===== src/rtl/multi_timer.sv =====
// Bridge-mapped peripheral with NCH independent down-counting timer channels,
// each with one-shot/auto-reload modes, interrupt mask and sticky PEND/OVR status.
module multi_timer #(
    parameter int NCH   = 2,
    parameter int CNT_W = 32
) (
    input  logic           clk,
    input  logic           reset,
    input  logic [31:0]    Addr,
    input  logic [31:0]    DataIn,
    input  logic           We,
    output logic [31:0]    DataOut,
    output logic [NCH-1:0] IntReq,
    output logic           IntAny
);

    localparam logic [1:0] REG_CTRL   = 2'd0;
    localparam logic [1:0] REG_PRESET = 2'd1;
    localparam logic [1:0] REG_COUNT  = 2'd2;
    localparam logic [1:0] REG_STATUS = 2'd3;
    localparam logic [1:0] MODE_AUTO  = 2'b01;

    typedef enum logic [1:0] {
        ST_IDLE,
        ST_LOAD,
        ST_CNT
    } state_e;

    logic [1:0] reg_sel;
    logic [2:0] ch_sel;
    logic       unused_bits;

    assign reg_sel     = Addr[3:2];
    assign ch_sel      = Addr[6:4];
    assign unused_bits = ^{Addr[31:7], Addr[1:0], DataIn};

    state_e           state_q  [NCH];
    state_e           state_d  [NCH];
    logic             en_q     [NCH];
    logic             en_d     [NCH];
    logic [1:0]       mode_q   [NCH];
    logic [1:0]       mode_d   [NCH];
    logic             im_q     [NCH];
    logic             im_d     [NCH];
    logic [CNT_W-1:0] preset_q [NCH];
    logic [CNT_W-1:0] preset_d [NCH];
    logic [CNT_W-1:0] count_q  [NCH];
    logic [CNT_W-1:0] count_d  [NCH];
    logic             pend_q   [NCH];
    logic             pend_d   [NCH];
    logic             ovr_q    [NCH];
    logic             ovr_d    [NCH];

    // A channel index >= NCH never matches any c, so those accesses fall through.
    always_comb begin
        // NOTE: every next-state signal gets its hold value first, so no path leaves it unassigned (no latches).
        for (int c = 0; c < NCH; c++) begin
            state_d[c]  = state_q[c];
            en_d[c]     = en_q[c];
            mode_d[c]   = mode_q[c];
            im_d[c]     = im_q[c];
            preset_d[c] = preset_q[c];
            count_d[c]  = count_q[c];
            pend_d[c]   = pend_q[c];
            ovr_d[c]    = ovr_q[c];

            if (We && (ch_sel == 3'(c))) begin
                case (reg_sel)
                    REG_CTRL: begin
                        en_d[c]   = DataIn[0];
                        mode_d[c] = DataIn[2:1];
                        im_d[c]   = DataIn[3];
                    end
                    REG_PRESET: preset_d[c] = DataIn[CNT_W-1:0];
                    REG_STATUS: begin
                        if (DataIn[0]) pend_d[c] = 1'b0;
                        if (DataIn[1]) ovr_d[c]  = 1'b0;
                    end
                    default: ;
                endcase
            end

            // Hardware updates come after the software write so a same-edge expiry wins.
            case (state_q[c])
                ST_IDLE: begin
                    if (en_d[c]) state_d[c] = ST_LOAD;
                end
                ST_LOAD: begin
                    if (preset_q[c] == '0) begin
                        en_d[c]    = 1'b0;
                        state_d[c] = ST_IDLE;
                    end else begin
                        count_d[c] = preset_q[c];
                        state_d[c] = ST_CNT;
                    end
                end
                ST_CNT: begin
                    if (!en_q[c]) begin
                        state_d[c] = ST_IDLE;
                    end else begin
                        count_d[c] = count_q[c] - CNT_W'(1);
                        if (count_q[c] == CNT_W'(1)) begin
                            pend_d[c] = 1'b1;
                            if (pend_q[c]) ovr_d[c] = 1'b1;
                            if (mode_q[c] != MODE_AUTO) begin
                                en_d[c]    = 1'b0;
                                state_d[c] = ST_IDLE;
                            end else if (!en_d[c]) begin
                                state_d[c] = ST_IDLE;
                            end else begin
                                state_d[c] = ST_LOAD;
                            end
                        end
                    end
                end
                default: state_d[c] = ST_IDLE;
            endcase
        end
    end

    always_ff @(posedge clk) begin
        // NOTE: sequential state uses non-blocking assignments; reset is synchronous, so it also overrides a same-edge write.
        if (!reset) begin
            for (int c = 0; c < NCH; c++) begin
                state_q[c]  <= ST_IDLE;
                en_q[c]     <= 1'b0;
                mode_q[c]   <= 2'b00;
                im_q[c]     <= 1'b0;
                preset_q[c] <= '0;
                count_q[c]  <= '0;
                pend_q[c]   <= 1'b0;
                ovr_q[c]    <= 1'b0;
            end
        end else begin
            for (int c = 0; c < NCH; c++) begin
                state_q[c]  <= state_d[c];
                en_q[c]     <= en_d[c];
                mode_q[c]   <= mode_d[c];
                im_q[c]     <= im_d[c];
                preset_q[c] <= preset_d[c];
                count_q[c]  <= count_d[c];
                pend_q[c]   <= pend_d[c];
                ovr_q[c]    <= ovr_d[c];
            end
        end
    end

    always_comb begin
        DataOut = '0;
        for (int c = 0; c < NCH; c++) begin
            if (ch_sel == 3'(c)) begin
                case (reg_sel)
                    REG_CTRL:   DataOut = {28'd0, im_q[c], mode_q[c], en_q[c]};
                    REG_PRESET: DataOut = 32'(preset_q[c]);
                    REG_COUNT:  DataOut = 32'(count_q[c]);
                    REG_STATUS: DataOut = {30'd0, ovr_q[c], pend_q[c]};
                    default:    DataOut = '0;
                endcase
            end
        end
    end

    always_comb begin
        IntReq = '0;
        for (int c = 0; c < NCH; c++) begin
            IntReq[c] = pend_q[c] & im_q[c];
        end
        IntAny = |IntReq;
    end

endmodule


===== config.mk =====
export PLATFORM = sky130hd
export DESIGN_NAME = multi_timer
export DESIGN_NICKNAME = d
export VERILOG_FILES = /design/src/rtl/multi_timer.sv
export SDC_FILE = /design/constraint.sdc
export NUM_CORES = 1
export LEC_CHECK = 0
export BUFFER_PORTS_ARGS = -buffer_cell sky130_fd_sc_hd__clkbuf_2
export CAP_MARGIN = 20
export CORE_MARGIN = 4
export CORE_UTILIZATION = 59
export DETAILED_ROUTE_END_ITERATION = 6
export PLACE_DENSITY = 0.89
export SETUP_SLACK_MARGIN = 0.15
export SLEW_MARGIN = 20
export SYNTH_ARGS = -nofsm -noshare
export SYNTH_HDL_FRONTEND = slang
export SYNTH_SLANG_ARGS = --single-unit

===== constraint.sdc =====
create_clock -name clk -period 2.8 [get_ports clk]
set_input_delay 0.28 -clock clk [delete_from_list [all_inputs] [get_ports clk]]
set_output_delay 0.28 -clock clk [all_outputs]
set_load 0.01 [all_outputs]

==> results_dict.tcl <==
set metrics [dict create \
    postSynthCellCount 1159 \
    reg2reg_from "count_q[0][13]" \
    cts_root_buf "clkbuf_16" \
    ys_ff_latch 144 \
    synthFlopType "dfxtp_1" \
    hp-class "input port to register" \
    num_io_pins 102 \
    pwr_density_cell_nw_per_um2 585.4 \
    antenna_cells 0 \
    initial_utilization 0.6114 \
    fmax_mhz 400.2 \
    grt_util_all_layers 0.3476 \
    via_per_inst 7.159 \
    cts_tree "yes" \
    synth_enable_flop_cells 0 \
    max_slew.worst_pin.slew_ns 1.082 \
    synth_nets 1238 \
    synth_area_leaders "dfxtp_1 (33%), nand2_1 (9.7%), a21oi_1 (8.5%), a22oi_1 (5.1%), clkbuf_1 (3.7%)" \
    die_y_um 128.9 \
    portBuffers 74 \
    grt_max_degree 67 \
    fin_nets 1269 \
    synth_commonest_cells "nand2_1 (222), a21oi_1 (146), dfxtp_1 (144)" \
    grt_pass1_wl_mm 46.09 \
    final_util 0.7016 \
    hold_viol 0 \
    startpoint_type "register" \
    cts_buffer_depth 2 \
    clk_latency_ns 0.43 \
    outcome "completed" \
    skew_ns 0.006536 \
    ctsHoldBuffers 0 \
    hpwl_mm 19.44 \
    power_leakage_nw 3.476 \
    synth.top_cell.area_share 0.3345 \
    cts_sinks 144 \
    ir_worst_vdd_v 0.0005764 \
    initialDrtViolationCount 1755 \
    num_vias 9894 \
    post_drt_wl_per_cell_um 21.35 \
    finalCriticalPeriod_ns 2.499 \
    maxCapViolations 0 \
    worst_r2r_path_depth 5 \
    crit_start "count_q[0][13]" \
    fp.dieW_um 128.9 \
    syn_avg_cell_area_sq_um 7.436 \
    yosys.cell_types.count 66 \
    synth.cell_area_sq_um 8618 \
    num_rows 43 \
    first_pass_iters 7 \
    coreArea_sq_um 14100 \
    final-max-slew-violation-count 0 \
    overflow 0 \
    antenna_found_initial 0 \
    crit_end "state_q[0][0]" \
    syn2layout_area_growth_pct 14.75 \
    cp_max_fo 8 \
    final-setup-viol-count 0 \
    required_ns 3.15 \
    cts_htree_levels 4 \
    synth_most_common_cell "nand2_1" \
    cts_buffers 17 \
    hold_start "DataIn[28]" \
    rsz0062_at_grt "false" \
    synthArstFlopShare 0 \
    synth_top_cell_by_area "dfxtp_1" \
    setup_tns_ns 0 \
    drt_wl_total_mm 29.51 \
    worstPathArrival_ns 2.85 \
    cts.clk_slew.worst_paths_ns 0.06 \
    post-cts-setup-buffers 0 \
    ys.warnings.count 0 \
    end_kind "register" \
    ant_nets 0 \
    fin_crit_sh 0.8925 \
    ctsResizeCount 0 \
    grt_pass1_vias 8780 \
    critical_path_class "register to register" \
    r2r_slack_ns 0.30 \
    drc_errors 0 \
    r2r_end "state_q[0][0]" \
    yosysSeqAreaShare 0.3345 \
    gp_congestion 0.9581 \
    die_area_sq_um 16600 \
    layout-drive-gt1-share 0.1506 \
    max_slew_margin 0.2784 \
]
-- stage by stage --
stage	hold WS (ns)	setup WS (ns)	instances	total power, mW	cell area [sq um]
2_1_floorplan	0.4160	0.5383	1159	2.770	8618
3_3_place_gp	0.4581	0.4549	1351	3.059	9198
3_5_place_dp	0.4695	0.4240	1351	3.081	9198
4_1_cts	0.08792	0.3426	1382	5.747	9889
5_1_grt	0.09128	0.2390	1382	5.946	9889
6_report	0.09091	0.3010	1382	5.789	9889
-- logic make-up after synthesis --
logic type,after synthesis,share of synthesized area
simple gates,469,0.2716
mux,17,0.02555
fa+ha+maj,12,0.01742
flops,144,0.3345
buf+inv,124,0.05502
compound gates,393,0.2959
-- power by group --
group          switching, mW  total, mW  internal, mW  leakage, nW
Combinational          0.649      0.973         0.324         1.98
Sequential            0.0351       2.11          2.08         1.16
Clock                  0.901       2.70          1.80        0.333
-- worst min-delay path by stage --
stage / endpoint / cells after the start
final: preset_q[0][60] / 3
after global routing: preset_q[0][60] / 3
after CTS: preset_q[0][60] / 3
after detailed placement: im_q[0][0] / 2
after global placement: im_q[0][1] / 2
after floorplan: preset_q[0][11] / 2
-- state kept, by name (all words and copies together) (netlist names) --
| register | count |
|---|---|
| im_q | 2 |
| ovr_q | 2 |
| mode_q | 4 |
| pend_q | 2 |
| preset_q | 64 |
| state_q | 4 |
| count_q | 64 |
| en_q | 2 |
-- worst max-delay path, stage by stage (launching register included) --
cell       delay, ns
dfxtp_1         0.39
or4_1           0.71
or4_4           0.51
nor4_4          0.36
a2bb2oi_2       0.23
mux2i_1         0.22
-- per-layer routing --
layer / global-route usage / part of all wire
met5: 0 / 0
met4: 0.1291 / 0.037
met3: 0.08053 / 0.13
met2: 0.5439 / 0.45
met1: 0.4694 / 0.38
-- cell usage in the layout (no fill, tap or decap), drive strengths merged, types with 16 or more instances in the layout --
| master | instances |
|---|---|
| o22ai | 36 |
| o21ai | 38 |
| nor3 | 26 |
| nand3 | 18 |
| clkbuf | 95 |
| nor2b | 16 |
| a22oi | 58 |
| inv | 22 |
| nor2 | 58 |
| o32ai | 18 |
| a21oi | 146 |
| nor4 | 35 |
| nand4 | 23 |
| nand2 | 222 |
| dfxtp | 144 |
| buf | 39 |
-- layout make-up --
cell class              count  area, sq um
clock buffers              21        460.4
flip-flops and latches    144         2883
well taps                 180        225.2
multi-input cells         891         5301
clock inverters            10        231.5
inverters                  23        87.58
fillers                  1138         4207
repair buffers            113        700.7
(Power assumes the default switching activity.)
